[src/rtl/mc_control_fsm.sv]
// =============================================================================
// Module      : mc_control_fsm
// Description : Multi-cycle RV32I control FSM (IF/ID/EX/MEM/WB) with memory-wait
//               timeout, fault reporting and ecall halt. Optional macro
//               INSTRET_CNT_EN adds a retired-instruction counter output.
// Revision    : 1.0
// =============================================================================
`default_nettype none

module mc_control_fsm #(
    parameter int TIMEOUT = 255,
    parameter int CNT_W   = 8
) (
    input  logic        clk,
    input  logic        reset_n,
    input  logic [6:0]  opcode,
    input  logic        bcond,
    input  logic        halt_cond,
    input  logic        mem_ready,
    output logic        mem_read,
    output logic        mem_write,
    output logic        i_or_d,
    output logic        ir_write,
    output logic        pc_write,
    output logic [1:0]  pc_src,
    output logic        reg_write,
    output logic [1:0]  wb_sel,
    output logic [1:0]  alu_src_a,
    output logic [1:0]  alu_src_b,
    output logic [1:0]  alu_op,
    output logic        is_halted,
    output logic        fault,
`ifdef INSTRET_CNT_EN
    output logic [31:0] instret,
`endif
    output logic [2:0]  state
);

    typedef enum logic [2:0] {
        S_IF    = 3'd0,
        S_ID    = 3'd1,
        S_EX    = 3'd2,
        S_MEM   = 3'd3,
        S_WB    = 3'd4,
        S_HALT  = 3'd5,
        S_FAULT = 3'd6
    } state_t;

    localparam logic [6:0] c_OP_R      = 7'b0110011;
    localparam logic [6:0] c_OP_IALU   = 7'b0010011;
    localparam logic [6:0] c_OP_LUI    = 7'b0110111;
    localparam logic [6:0] c_OP_AUIPC  = 7'b0010111;
    localparam logic [6:0] c_OP_LOAD   = 7'b0000011;
    localparam logic [6:0] c_OP_STORE  = 7'b0100011;
    localparam logic [6:0] c_OP_BRANCH = 7'b1100011;
    localparam logic [6:0] c_OP_JAL    = 7'b1101111;
    localparam logic [6:0] c_OP_JALR   = 7'b1100111;
    localparam logic [6:0] c_OP_ECALL  = 7'b1110011;

    localparam logic [CNT_W-1:0] c_TIMEOUT = CNT_W'(TIMEOUT);
    localparam logic [CNT_W-1:0] c_CNT_ONE = CNT_W'(1);

    state_t           state_q, state_d;
    logic [CNT_W-1:0] cnt_q, cnt_d;
    logic             is_halted_q, is_halted_d;
    logic             fault_q, fault_d;

    logic       w_mem_read, w_mem_write, w_i_or_d, w_ir_write, w_pc_write, w_reg_write;
    logic [1:0] w_pc_src, w_wb_sel, w_alu_src_a, w_alu_src_b, w_alu_op;

    always_comb begin
        state_d     = state_q;
        cnt_d       = '0;
        w_mem_read  = 1'b0;
        w_mem_write = 1'b0;
        w_i_or_d    = 1'b0;
        w_ir_write  = 1'b0;
        w_pc_write  = 1'b0;
        w_pc_src    = 2'd0;
        w_reg_write = 1'b0;
        w_wb_sel    = 2'd0;
        w_alu_src_a = 2'd0;
        w_alu_src_b = 2'd0;
        w_alu_op    = 2'd0;

        unique case (state_q)
            S_IF: begin
                w_mem_read = 1'b1;
                if (mem_ready) begin
                    w_ir_write = 1'b1;
                    state_d    = S_ID;
                end
            end
            S_ID: begin
                // ALUOut <= PC + imm, used later as branch/JAL target
                w_alu_src_b = 2'd1;
                if (opcode == c_OP_ECALL) begin
                    if (halt_cond) begin
                        state_d = S_HALT;
                    end else begin
                        w_pc_write = 1'b1;
                        state_d    = S_IF;
                    end
                end else begin
                    state_d = S_EX;
                end
            end
            S_EX: begin
                unique case (opcode)
                    c_OP_R: begin
                        w_alu_src_a = 2'd1;
                        w_alu_op    = 2'd2;
                        state_d     = S_WB;
                    end
                    c_OP_IALU: begin
                        w_alu_src_a = 2'd1;
                        w_alu_src_b = 2'd1;
                        w_alu_op    = 2'd2;
                        state_d     = S_WB;
                    end
                    c_OP_LUI: begin
                        w_alu_src_a = 2'd2;
                        w_alu_src_b = 2'd1;
                        state_d     = S_WB;
                    end
                    c_OP_AUIPC: begin
                        w_alu_src_b = 2'd1;
                        state_d     = S_WB;
                    end
                    c_OP_LOAD, c_OP_STORE: begin
                        w_alu_src_a = 2'd1;
                        w_alu_src_b = 2'd1;
                        state_d     = S_MEM;
                    end
                    c_OP_BRANCH: begin
                        w_alu_src_a = 2'd1;
                        w_alu_op    = 2'd1;
                        w_pc_write  = 1'b1;
                        w_pc_src    = bcond ? 2'd1 : 2'd0;
                        state_d     = S_IF;
                    end
                    c_OP_JAL: begin
                        w_reg_write = 1'b1;
                        w_wb_sel    = 2'd2;
                        w_pc_write  = 1'b1;
                        w_pc_src    = 2'd1;
                        state_d     = S_IF;
                    end
                    c_OP_JALR: begin
                        w_alu_src_a = 2'd1;
                        w_alu_src_b = 2'd1;
                        w_reg_write = 1'b1;
                        w_wb_sel    = 2'd2;
                        w_pc_write  = 1'b1;
                        w_pc_src    = 2'd2;
                        state_d     = S_IF;
                    end
                    default: state_d = S_FAULT;
                endcase
            end
            S_MEM: begin
                w_i_or_d = 1'b1;
                if (opcode == c_OP_STORE) begin
                    w_mem_write = 1'b1;
                    if (mem_ready) begin
                        w_pc_write = 1'b1;
                        state_d    = S_IF;
                    end
                end else begin
                    w_mem_read = 1'b1;
                    if (mem_ready) begin
                        state_d = S_WB;
                    end
                end
            end
            S_WB: begin
                w_reg_write = 1'b1;
                w_wb_sel    = (opcode == c_OP_LOAD) ? 2'd1 : 2'd0;
                w_pc_write  = 1'b1;
                state_d     = S_IF;
            end
            S_HALT:  state_d = S_HALT;
            S_FAULT: state_d = S_FAULT;
            default: state_d = S_FAULT;
        endcase

        // A completing access in the timeout cycle still wins over the fault
        if ((state_q == S_IF || state_q == S_MEM) && !mem_ready) begin
            if (cnt_q == c_TIMEOUT) begin
                state_d = S_FAULT;
            end else begin
                cnt_d = cnt_q + c_CNT_ONE;
            end
        end

        is_halted_d = (state_d == S_HALT) || (state_d == S_FAULT);
        fault_d     = (state_d == S_FAULT);
    end

`ifdef INSTRET_CNT_EN
    logic [31:0] instret_q, instret_d;

    // pc_write is asserted exactly at the retire points
    always_comb begin
        instret_d = w_pc_write ? instret_q + 32'd1 : instret_q;
    end

    assign instret = instret_q;
`endif

    always_ff @(posedge clk or negedge reset_n) begin
        if (!reset_n) begin
            state_q     <= S_IF;
            cnt_q       <= '0;
            is_halted_q <= 1'b0;
            fault_q     <= 1'b0;
`ifdef INSTRET_CNT_EN
            instret_q   <= 32'd0;
`endif
        end else begin
            state_q     <= state_d;
            cnt_q       <= cnt_d;
            is_halted_q <= is_halted_d;
            fault_q     <= fault_d;
`ifdef INSTRET_CNT_EN
            instret_q   <= instret_d;
`endif
        end
    end

    assign mem_read  = reset_n & w_mem_read;
    assign mem_write = reset_n & w_mem_write;
    assign i_or_d    = reset_n & w_i_or_d;
    assign ir_write  = reset_n & w_ir_write;
    assign pc_write  = reset_n & w_pc_write;
    assign reg_write = reset_n & w_reg_write;
    assign pc_src    = reset_n ? w_pc_src    : 2'd0;
    assign wb_sel    = reset_n ? w_wb_sel    : 2'd0;
    assign alu_src_a = reset_n ? w_alu_src_a : 2'd0;
    assign alu_src_b = reset_n ? w_alu_src_b : 2'd0;
    assign alu_op    = reset_n ? w_alu_op    : 2'd0;
    assign is_halted = is_halted_q;
    assign fault     = fault_q;
    assign state     = state_q;

endmodule

`default_nettype wire
[config.mk]
export PLATFORM = sky130hd
export DESIGN_NAME = mc_control_fsm
export DESIGN_NICKNAME = d
export VERILOG_FILES = /design/src/rtl/mc_control_fsm.sv
export SDC_FILE = /design/constraint.sdc
export NUM_CORES = 1
export LEC_CHECK = 0
export CAP_MARGIN = 10
export CORE_ASPECT_RATIO = 1.2
export CORE_MARGIN = 5
export CORE_UTILIZATION = 50
export CTS_CLUSTER_DIAMETER = 80
export CTS_CLUSTER_SIZE = 10
export DETAILED_ROUTE_END_ITERATION = 10
export HOLD_SLACK_MARGIN = 0.06
export MAX_ROUTING_LAYER = met4
export PLACE_DENSITY = 0.81
export SETUP_SLACK_MARGIN = 0.5
export SLEW_MARGIN = 25
export SYNTH_ARGS = -nofsm -noshare
export SYNTH_HDL_FRONTEND = slang
export SYNTH_SLANG_ARGS = --single-unit
[constraint.sdc]
create_clock -name clk -period 3.4 [get_ports clk]
set_input_delay 1.02 -clock clk [delete_from_list [all_inputs] [get_ports clk]]
set_output_delay 1.02 -clock clk [all_outputs]
set_load 0.01 [all_outputs]
==> results.cfg <==
[synth]
ys.flop_type = dfrtp_1
synthArstFlopShare = 1.00
syn-num-nets = 137
syn_avg_cell_area_um2 = 8.60
synth_warnings = 0
synth_edf_count = 0
syn_area_um2 = 1070
synth_top_area_frac = 0.305
netlist_instances = 124
yosysMostFrequentCell = nor2_1
synth_top_area_cell = dfrtp_1
synthTopCellsByArea = dfrtp_1, nor2_1, nand2_1
synth.ff_latch_count = 13
synth_cell_type_count = 48
seq_area_frac_synth = 0.305
ys_top_cells_by_count = nor2_1, dfrtp_1, nand2_1

[job]
max_cap_violations = 0

[placed_design]
port_buffers = 31
gp_congestion = 0.912
hpwl_mm = 2.46
place_area_um2 = 1540

[detailed_routing]
via_per_inst = 5.74
dr.pass1.iters = 4
num_vias = 1239
wl_mm = 4.12
wire_per_inst_um = 19.1
detail-route-antenna-nets = 0
drcViolationCount = 0
drt_iter0_drc = 50

[clock_network]
cts_made_buffers = 3
cts_sinks = 13
clockBufferDepth = 2
cts-root-buf = clkbuf_4
clkLatencyLatePin_ns = 0.28
htreeDepth = 1
clk_pin_slew_worst_paths_ns = 0.07
cts_tree = built

[critical_path]
crit_fanout = 2
startpoint = opcode[6]
end_kind = primary output
endpoint = mem_read
regToRegSetupSlack_ns = 1.47
r2r-end = is_halted$_DFF_PN0_
critPathKind = input port to primary output
cp-start-kind = input port
cp.arrival_ns = 2.16
required_ns = 2.38
reg2reg_from = state[0]$_DFF_PN0_
reg2regPathDepth = 5

[floorplan]
rows = 18
start_util = 0.520
core_um2 = 2050
die_y_um = 60.6
num_io_pins = 33
die_area_um2 = 3160
fp.dieW_um = 52.2

[finish]
final_area_um2 = 1780
area_delta_synth_final_pct = 67.3
nNetsFinal = 200
n_antenna_cell = 0
register_area_um2 = 327
n_fill_cell = 107
multi_input_comb_area_um2 = 847
drive_above_1_share = 0.522

[timing]
setup_tns_ns = 0
holdWs_ns = 0.526
setup_viol = 0
fin_crit_sh = 0.937
slew_violations = 0
period_minus_slack_ns = 3.18
skew_ns = 0.00866
rsz0062_at_grt = yes
fmax_mhz = 314
hold_violations = 0

[hold_path]
hp-class = register to register
hold_path.startpoint = cnt_q[0]$_DFF_PN0_

[run_status]
status = completed

[global_routing]
grt_overflow = 0
grt_pass1_wl_mm = 5.98
grt_use_total = 0.271
grt_max_degree = 14
grt_pass1_vias = 1259
antenna_found_initial = 0

[power_and_ir_drop]
leakagePower_uw = 0.000814
ir_drop_mv = 0.454
p_per_area_nw_per_um2 = 469
-- worst max-delay path, stage by stage --
cell and delay [ns]:
buf_8 0.10, or2_4 0.26, nor3_4 0.21, nand2_2 0.10, buf_6 0.13, a21oi_4 0.13
nor3b_1 0.07, buf_2 0.16
-- flip-flops by register name (all words and copies together), names as in the netlist --
signal / count
fault: 1
state: 3
cnt_q: 8
is_halted: 1
-- cell usage in the layout, fill, tap and decap left out, types with 4 or more instances in the layout --
cell             netlist  final
nor2_1                18     16
xor2_1                 4      4
nand2_1               12      9
a21oi_2                1      4
dfrtp_1               13     12
buf_4                  2     26
buf_2                  2     14
clkdlybuf4s50_1        0      5
buf_6                  2     12
-- cells by family after synthesis --
group / synth area share
adder cells (fa/ha/maj): 0.0117
XOR/XNOR: 0.0411
other: 0.00352
buffers and inverters: 0.0587
flip-flops: 0.305
AND/OR/NAND/NOR: 0.398
AO/OA/AOI/OAI: 0.182
-- report_power, final --
| part | leakage [uW] | internal (uW) | total (uW) | switching (uW) |
|---|---|---|---|---|
| combinational | 0.000625 | 230 | 486 | 256 |
| clock | 0.0000150 | 45.6 | 94.0 | 48.5 |
| sequential | 0.000174 | 185 | 255 | 69.9 |
| total | 0.000814 | 461 | 836 | 374 |
-- metrics by stage --
stage | util | setup slack [ns] | total power [uW] | cells
after floorplan | - | 0.417 | 508 | 124
after global placement | 0.752 | -0.445 | 644 | 201
after detailed placement | 0.752 | -0.539 | 657 | 201
after CTS | 0.820 | 0.265 | 781 | 212
after global routing | 0.870 | 0.182 | 888 | 216
final | 0.870 | 0.216 | 836 | 216
-- metal layers --
| metal | up-vias | routed length (um) | global-route usage |
|---|---|---|---|
| li1 | 562 | - | - |
| met1 | 615 | 1440 | 0.260 |
| met2 | 47 | 2390 | 0.497 |
| met3 | 15 | 156 | 0.0590 |
| met4 | 0 | 133 | 0.150 |
| met5 | - | 0 | - |
-- worst min-delay path by stage --
stage / depth (start not counted) / endpoint
2_1_floorplan: 1 / cnt_q[0]$_DFF_PN0_
3_3_place_gp: 1 / cnt_q[0]$_DFF_PN0_
3_5_place_dp: 1 / cnt_q[0]$_DFF_PN0_
4_1_cts: 1 / cnt_q[0]$_DFF_PN0_
5_1_grt: 1 / cnt_q[0]$_DFF_PN0_
6_report: 1 / cnt_q[0]$_DFF_PN0_
-- cell type report --
cell class	instances	area share
clock buffer	4	0.0147
inverter	3	0.00632
multi-input combinational	101	0.475
sequential	13	0.183
tap	30	0.0211
timing repair buffer	65	0.300
-- timing repair --
action | 4_1_cts | 5_1_grt
gates resized for setup | 129 | 21
hold buffers | 0 | 0
pin swaps | 16 | 11
gates cloned | 1 | 0
setup buffers | 6 | 4
setup endpoints to repair | 15 | 14
No activity file was read; power rests on OpenSTA's default activity.
